`src/rtl/uart_tx_scheduler.sv`:
```
`default_nettype none
// ============================================================================
// Module      : uart_tx_scheduler
// Description : Shares one uart_tx between a pixel stream and a status stream
//               and inserts a frame header (SYNC0, SYNC1, frame_count) after
//               every vsync rising edge. Optional macro UART_SCHED_CHECKSUM_EN
//               adds an XOR trailer of the pixel bytes ahead of each header
//               except the first one after reset.
// Revision    : 1.0 - initial release
// ============================================================================
module uart_tx_scheduler #(
  parameter logic [7:0] SYNC0       = 8'hA5,
  parameter logic [7:0] SYNC1       = 8'h5A,
  parameter int         PX_BURST    = 16,
  parameter int         ACK_TIMEOUT = 15
) (
  input  logic       clock,
  input  logic       reset_n,
  input  logic       vsync,
  input  logic [7:0] px_data,
  input  logic       px_valid,
  output logic       px_ready,
  input  logic [7:0] st_data,
  input  logic       st_valid,
  output logic       st_ready,
  output logic [7:0] tx_data,
  output logic       tx_valid,
  input  logic       tx_busy,
  output logic [7:0] frame_count,
  output logic       frame_overrun,
  output logic       ack_error
);

  typedef enum logic [1:0] {
    S_IDLE      = 2'd0,
    S_ISSUE     = 2'd1,
    S_WAIT_ACK  = 2'd2,
    S_WAIT_DONE = 2'd3
  } state_t;

  localparam logic [1:0] c_SRC_PX   = 2'd0;
  localparam logic [1:0] c_SRC_ST   = 2'd1;
  localparam logic [1:0] c_SRC_HDR  = 2'd2;
  localparam logic [1:0] c_SRC_CSUM = 2'd3;
  localparam logic [7:0] c_PX_BURST = 8'(PX_BURST);
  localparam logic [7:0] c_ACK_LAST = 8'(ACK_TIMEOUT - 1);

  state_t     r_state;
  state_t     w_state_nxt;
  logic       r_vs_meta, r_vs_sync, r_vs_prev;
  logic       r_frame_pending;
  logic [7:0] r_frame_count;
  logic [1:0] r_hdr_idx;
  logic [7:0] r_burst_cnt;
  logic [7:0] r_ack_cnt;
  logic [1:0] r_src;
  logic [7:0] r_tx_data;
  logic       r_ack_error;
  logic       r_frame_overrun;
  logic       w_vs_edge;
  logic       w_sel;
  logic [1:0] w_sel_src;
  logic [7:0] w_sel_data;
  logic       w_byte_done;
  logic       w_timeout;
  logic       w_sync0_sel;

`ifdef UART_SCHED_CHECKSUM_EN
  logic [7:0] r_xor;
  logic       r_csum_armed;
  logic       r_csum_sent;
`endif

  assign w_vs_edge     = r_vs_sync & ~r_vs_prev;
  assign w_sync0_sel   = w_sel && (w_sel_src == c_SRC_HDR) && (r_hdr_idx == 2'd0);
  assign tx_valid      = (r_state == S_ISSUE);
  assign px_ready      = (r_state == S_ISSUE) && (r_src == c_SRC_PX);
  assign st_ready      = (r_state == S_ISSUE) && (r_src == c_SRC_ST);
  assign tx_data       = r_tx_data;
  assign frame_count   = r_frame_count;
  assign frame_overrun = r_frame_overrun;
  assign ack_error     = r_ack_error;

  // Next-state and source selection; a header in progress always wins.
  always_comb begin
    w_state_nxt = r_state;
    w_sel       = 1'b0;
    w_sel_src   = c_SRC_PX;
    w_sel_data  = px_data;
    w_byte_done = 1'b0;
    w_timeout   = 1'b0;
    case (r_state)
      S_IDLE: begin
        if (!tx_busy) begin
          if ((r_hdr_idx != 2'd0) || r_frame_pending) begin
            w_sel     = 1'b1;
            w_sel_src = c_SRC_HDR;
            case (r_hdr_idx)
              2'd0:    w_sel_data = SYNC0;
              2'd1:    w_sel_data = SYNC1;
              default: w_sel_data = r_frame_count;
            endcase
`ifdef UART_SCHED_CHECKSUM_EN
            if ((r_hdr_idx == 2'd0) && r_csum_armed && !r_csum_sent) begin
              w_sel_src  = c_SRC_CSUM;
              w_sel_data = r_xor;
            end
`endif
          end else if (st_valid && (r_burst_cnt >= c_PX_BURST)) begin
            w_sel      = 1'b1;
            w_sel_src  = c_SRC_ST;
            w_sel_data = st_data;
          end else if (px_valid) begin
            w_sel      = 1'b1;
            w_sel_src  = c_SRC_PX;
            w_sel_data = px_data;
          end else if (st_valid) begin
            w_sel      = 1'b1;
            w_sel_src  = c_SRC_ST;
            w_sel_data = st_data;
          end
        end
        if (w_sel) w_state_nxt = S_ISSUE;
      end
      S_ISSUE: w_state_nxt = S_WAIT_ACK;
      S_WAIT_ACK: begin
        if (tx_busy) begin
          w_state_nxt = S_WAIT_DONE;
        end else if (r_ack_cnt == c_ACK_LAST) begin
          w_timeout   = 1'b1;
          w_byte_done = 1'b1;
          w_state_nxt = S_IDLE;
        end
      end
      default: begin
        if (!tx_busy) begin
          w_byte_done = 1'b1;
          w_state_nxt = S_IDLE;
        end
      end
    endcase
  end

  // State register.
  always_ff @(posedge clock or negedge reset_n) begin
    if (!reset_n) r_state <= S_IDLE;
    else          r_state <= w_state_nxt;
  end

  // Two-flop vsync synchroniser plus edge-detect history.
  always_ff @(posedge clock or negedge reset_n) begin
    if (!reset_n) begin
      r_vs_meta <= 1'b0;
      r_vs_sync <= 1'b0;
      r_vs_prev <= 1'b0;
    end else begin
      r_vs_meta <= vsync;
      r_vs_sync <= r_vs_meta;
      r_vs_prev <= r_vs_sync;
    end
  end

  // Frame bookkeeping; an edge landing on the SYNC0 launch queues the next frame.
  always_ff @(posedge clock or negedge reset_n) begin
    if (!reset_n) begin
      r_frame_pending <= 1'b0;
      r_frame_overrun <= 1'b0;
      r_frame_count   <= 8'h00;
    end else begin
      r_frame_overrun <= w_vs_edge && r_frame_pending && !w_sync0_sel;
      if (w_vs_edge)        r_frame_pending <= 1'b1;
      else if (w_sync0_sel) r_frame_pending <= 1'b0;
      if (w_sync0_sel)      r_frame_count   <= r_frame_count + 8'd1;
    end
  end

  // Byte launch datapath, burst fairness counter and header sequencing.
  always_ff @(posedge clock or negedge reset_n) begin
    if (!reset_n) begin
      r_src       <= c_SRC_PX;
      r_tx_data   <= 8'h00;
      r_burst_cnt <= 8'h00;
      r_hdr_idx   <= 2'd0;
    end else begin
      if (w_sel) begin
        r_src     <= w_sel_src;
        r_tx_data <= w_sel_data;
        if (w_sel_src == c_SRC_PX) begin
          if (r_burst_cnt != 8'hFF) r_burst_cnt <= r_burst_cnt + 8'd1;
        end else if (w_sel_src == c_SRC_ST) begin
          r_burst_cnt <= 8'h00;
        end
      end
      if (w_byte_done && (r_src == c_SRC_HDR))
        r_hdr_idx <= (r_hdr_idx == 2'd2) ? 2'd0 : r_hdr_idx + 2'd1;
    end
  end

  // Acknowledge watchdog; a missed acknowledge is latched until reset.
  always_ff @(posedge clock or negedge reset_n) begin
    if (!reset_n) begin
      r_ack_cnt   <= 8'h00;
      r_ack_error <= 1'b0;
    end else begin
      if (r_state == S_ISSUE)                    r_ack_cnt <= 8'h00;
      else if (r_state == S_WAIT_ACK && !tx_busy) r_ack_cnt <= r_ack_cnt + 8'd1;
      if (w_timeout) r_ack_error <= 1'b1;
    end
  end

`ifdef UART_SCHED_CHECKSUM_EN
  // Running XOR of pixel bytes since the last header, emitted as a trailer.
  always_ff @(posedge clock or negedge reset_n) begin
    if (!reset_n) begin
      r_xor        <= 8'h00;
      r_csum_armed <= 1'b0;
      r_csum_sent  <= 1'b0;
    end else if (w_sel) begin
      if (w_sel_src == c_SRC_PX) begin
        r_xor <= r_xor ^ w_sel_data;
      end else if (w_sel_src == c_SRC_CSUM) begin
        r_xor       <= 8'h00;
        r_csum_sent <= 1'b1;
      end else if (w_sync0_sel) begin
        r_xor        <= 8'h00;
        r_csum_armed <= 1'b1;
        r_csum_sent  <= 1'b0;
      end
    end
  end
`endif

endmodule
`default_nettype wire

```
`config.mk`:
```
export PLATFORM = sky130hd
export DESIGN_NAME = uart_tx_scheduler
export DESIGN_NICKNAME = d
export VERILOG_FILES = /design/src/rtl/uart_tx_scheduler.sv
export SDC_FILE = /design/constraint.sdc
export NUM_CORES = 1
export LEC_CHECK = 0
export BUFFER_PORTS_ARGS = -buffer_cell sky130_fd_sc_hd__buf_2
export CAP_MARGIN = 30
export CORE_AREA = 2 2 90 92
export CTS_CLUSTER_DIAMETER = 150
export CTS_CLUSTER_SIZE = 10
export DETAILED_ROUTE_END_ITERATION = 12
export DIE_AREA = 0 0 92 94
export PLACE_DENSITY = 0.57
export SYNTH_ARGS = -nofsm -noshare
export SYNTH_HDL_FRONTEND = slang
export SYNTH_SLANG_ARGS = --single-unit
```
`constraint.sdc`:
```
create_clock -name clock -period 2.6 [get_ports clock]
set_input_delay 0.78 -clock clock [delete_from_list [all_inputs] [get_ports clock]]
set_output_delay 0.78 -clock clock [all_outputs]
set_load 0.03 [all_outputs]
```
==> flow_summary.ini <==
[setup_path]
crit_chain = nand2b_1 > nor3b_1 > buf_2
worstSetupPathType = register to primary output
start_kind = register
cpPeakStageDelay_ps = 460
cp-end-kind = primary output
critPathMaxFanout = 8
arrival_ps = 1460
worst_ep_required_time_ps = 1820
critical-path-slowest-cell = dfrtp_1

[power_and_ir_drop]
power.total_w = 0.00270
p_leak_nw = 1.28
powerDensity_nw_per_um2 = 969
vdd_drop_max_uv = 239

[place]
port_buffers = 42
gp_congestion = 0.853
hpwl_um = 3970
dp_slack_ps = 387
place_area_um2 = 2620

[clock_tree]
tritoncts = built
cts_hold_buf = 0
path_clk_slew_ps = 90
clkSinkCount = 44
clockBufferDepth = 2
ctsResizeCount = 0
post_cts.repair.setup_buffers = 0
numCtsBuffers = 5
insertion_delay_ps = 300
clockRootBuffer = clkbuf_8
h-tree-depth = 2

[drt]
first_pass_iters = 4
vias = 1873
drtIter0Drc = 89
wl_per_cell_um = 13.8
wl_um = 5240
drtAntennaViolNets = 0
drc = 0
viasPerCell = 4.92

[floorplanning]
ios = 43
die_area_um2 = 8650
core_um2 = 7610
dieHeight_um = 94
start_util = 0.296
die_w_um = 92
rows = 32

[timing]
period_share = 0.863
fmax_ghz = 0.446
skew_ps = 11.0
slew_violations = 0
worst_pin_slew_ps = 565
finalSetupTns_ps = 0
setup_violations = 0
grt_setup_unrepaired = false
slew_headroom = 0.621
setup_ws_ps = 357
fin_crit_ps = 2240
finalHoldViolations = 0

[synth]
mappedNetlistArea_um2 = 2250
syn_avg_cell_area_um2 = 9.79
synth_cells = 230
ys_seq_area_frac = 0.489
ys_types = 40
synth-warning-count = 0
syn-num-nets = 257
ys_seq_elements = 44

[finish]
area_delta_synth_final_pct = 23.5
ff_latch_area_um2 = 1100
utilization = 0.366
fin_area_um2 = 2780
multi_input_area_um2 = 1090
fin_nets = 305
drive_above_1_share = 0.251
fill_cells = 778
antenna_cells = 0

[grt]
grt_pass1_vias = 1762
grt_pass1_wl_um = 8780
grt_start_max_net_pins = 26
antenna_found_initial = 0
grt_util_all_layers = 0.128
grt.overflow.total = 0

[min_path]
hp-class = register to register

[flow_run]
cap_violations = 0

[status]
outcome = complete, no violations
## cells by family after synthesis
group | count (synthesis) | synth area share
DFF | 44 | 0.489
muxes | 8 | 0.0372
adders and majority gates | 5 | 0.0278
AOI/OAI and AO/OA | 60 | 0.164
xor gates and xnor gates | 8 | 0.0311
buffers and inverters | 15 | 0.0261
and+or+nand+nor | 90 | 0.225
## final cells by class
| type | instances | area share |
|---|---|---|
| multi-input combinational | 171 | 0.393 |
| clock inverter | 3 | 0.0324 |
| inverter | 7 | 0.00945 |
| timing repair buffer | 49 | 0.0990 |
| tap | 102 | 0.0459 |
| clock buffer | 5 | 0.0247 |
| sequential | 44 | 0.396 |
## routing by layer
layer  GRT usage  up-vias  share of wire
met4      0.0522        0          0.013
met1       0.180      901           0.49
met5           0        -              0
li1            -      948              -
met2       0.197       19           0.48
met3      0.0201        5          0.018
## where the power goes
group | internal (W) | switching (W) | total, W | leakage (nW)
sequential | 0.000857 | 0.000204 | 0.00106 | 0.572
combinational | 0.000335 | 0.000574 | 0.000909 | 0.633
clock | 0.000481 | 0.000246 | 0.000727 | 0.0784
total | 0.00167 | 0.00102 | 0.00270 | 1.28
## registers in the layout, indices dropped and copies added, names as in the netlist, 2 cells and up
signal and count:
frame_count 8, r_ack_cnt 8, r_burst_cnt 8, r_hdr_idx 2, r_src 2, r_state 2
tx_data 8
## worst max-delay path: cells and delay by family, from the launching register on
| kind | cells | cell delay, ps |
|---|---|---|
| buf+inv | 1 | 250 |
| flops | 1 | 460 |
| simple gates | 2 | 460 |
## metrics by stage
| step | hold WS [ps] | std cells |
|---|---|---|
| 4_1_cts | 360 | 381 |
| 6_report | 356 | 381 |
| 2_1_floorplan | 331 | 230 |
| 3_3_place_gp | 339 | 373 |
| 5_1_grt | 375 | 381 |
| 3_5_place_dp | 340 | 373 |
## placed cells by master (no fill, tap or decap), drive strengths merged, types with 5 or more instances in the layout
cell type	n
o21ai	23
a21oi	18
ha	5
nand2	26
inv	7
buf	49
nor3	5
o221ai	5
clkbuf	5
nand4	8
xnor2	8
mux2i	5
and3	6
or3	8
nor2	8
dfrtp	44
nand3	8
## synth_stat cells (all sizes together)
| cell | number | share of area |
|---|---|---|
| nand3 | 8 | 0.018 |
| clkbuf | 6 | 0.010 |
| a21oi | 18 | 0.040 |
| o21ai | 23 | 0.051 |
| nor4b | 1 | 0.0039 |
| and3 | 6 | 0.017 |
| nor2b | 1 | 0.0028 |
| o211ai | 2 | 0.0067 |
| or3 | 8 | 0.022 |
| ha | 5 | 0.028 |
| and4bb | 1 | 0.0056 |
| nand2b | 2 | 0.0056 |
| a41o | 2 | 0.0089 |
| nand4 | 8 | 0.022 |
| mux2 | 3 | 0.015 |
| nand3b | 1 | 0.0033 |
| or3b | 2 | 0.0078 |
| mux2i | 5 | 0.022 |
| o21a | 1 | 0.0033 |
| and4 | 2 | 0.0089 |
| xnor2 | 8 | 0.031 |
| nor4 | 1 | 0.0028 |
| o221ai | 5 | 0.019 |
| nand2 | 26 | 0.043 |
| nor3 | 5 | 0.016 |
| nor2 | 8 | 0.013 |
| o32a | 1 | 0.0044 |
| and2 | 4 | 0.012 |
| inv | 7 | 0.012 |
| dfrtp | 44 | 0.49 |
| nor3b | 2 | 0.0067 |
| o31ai | 1 | 0.0033 |
| o211a | 1 | 0.0078 |
| or4 | 4 | 0.015 |
| a22oi | 4 | 0.013 |
| buf | 2 | 0.0044 |
| a31oi | 2 | 0.0056 |
## worst paths after layout
check,from,endpoint,slack [ps],depth (start not counted)
max in group asynchronous,reset_n,frame_count[4]$_DFFE_PN0P_,1640,2
max,r_state[1]$_DFFE_PN0P_,st_ready,360,3
min in group asynchronous,reset_n,r_vs_meta$_DFF_PN0_,450,1
max reg2reg,r_hdr_idx[1]$_DFFE_PN0P_,r_burst_cnt[1]$_DFFE_PN0P_,560,4
min reg2reg,r_vs_meta$_DFF_PN0_,r_vs_sync$_DFF_PN0_,360,0
min,r_vs_meta$_DFF_PN0_,r_vs_sync$_DFF_PN0_,360,0
No activity file was read; power rests on OpenSTA's default activity.
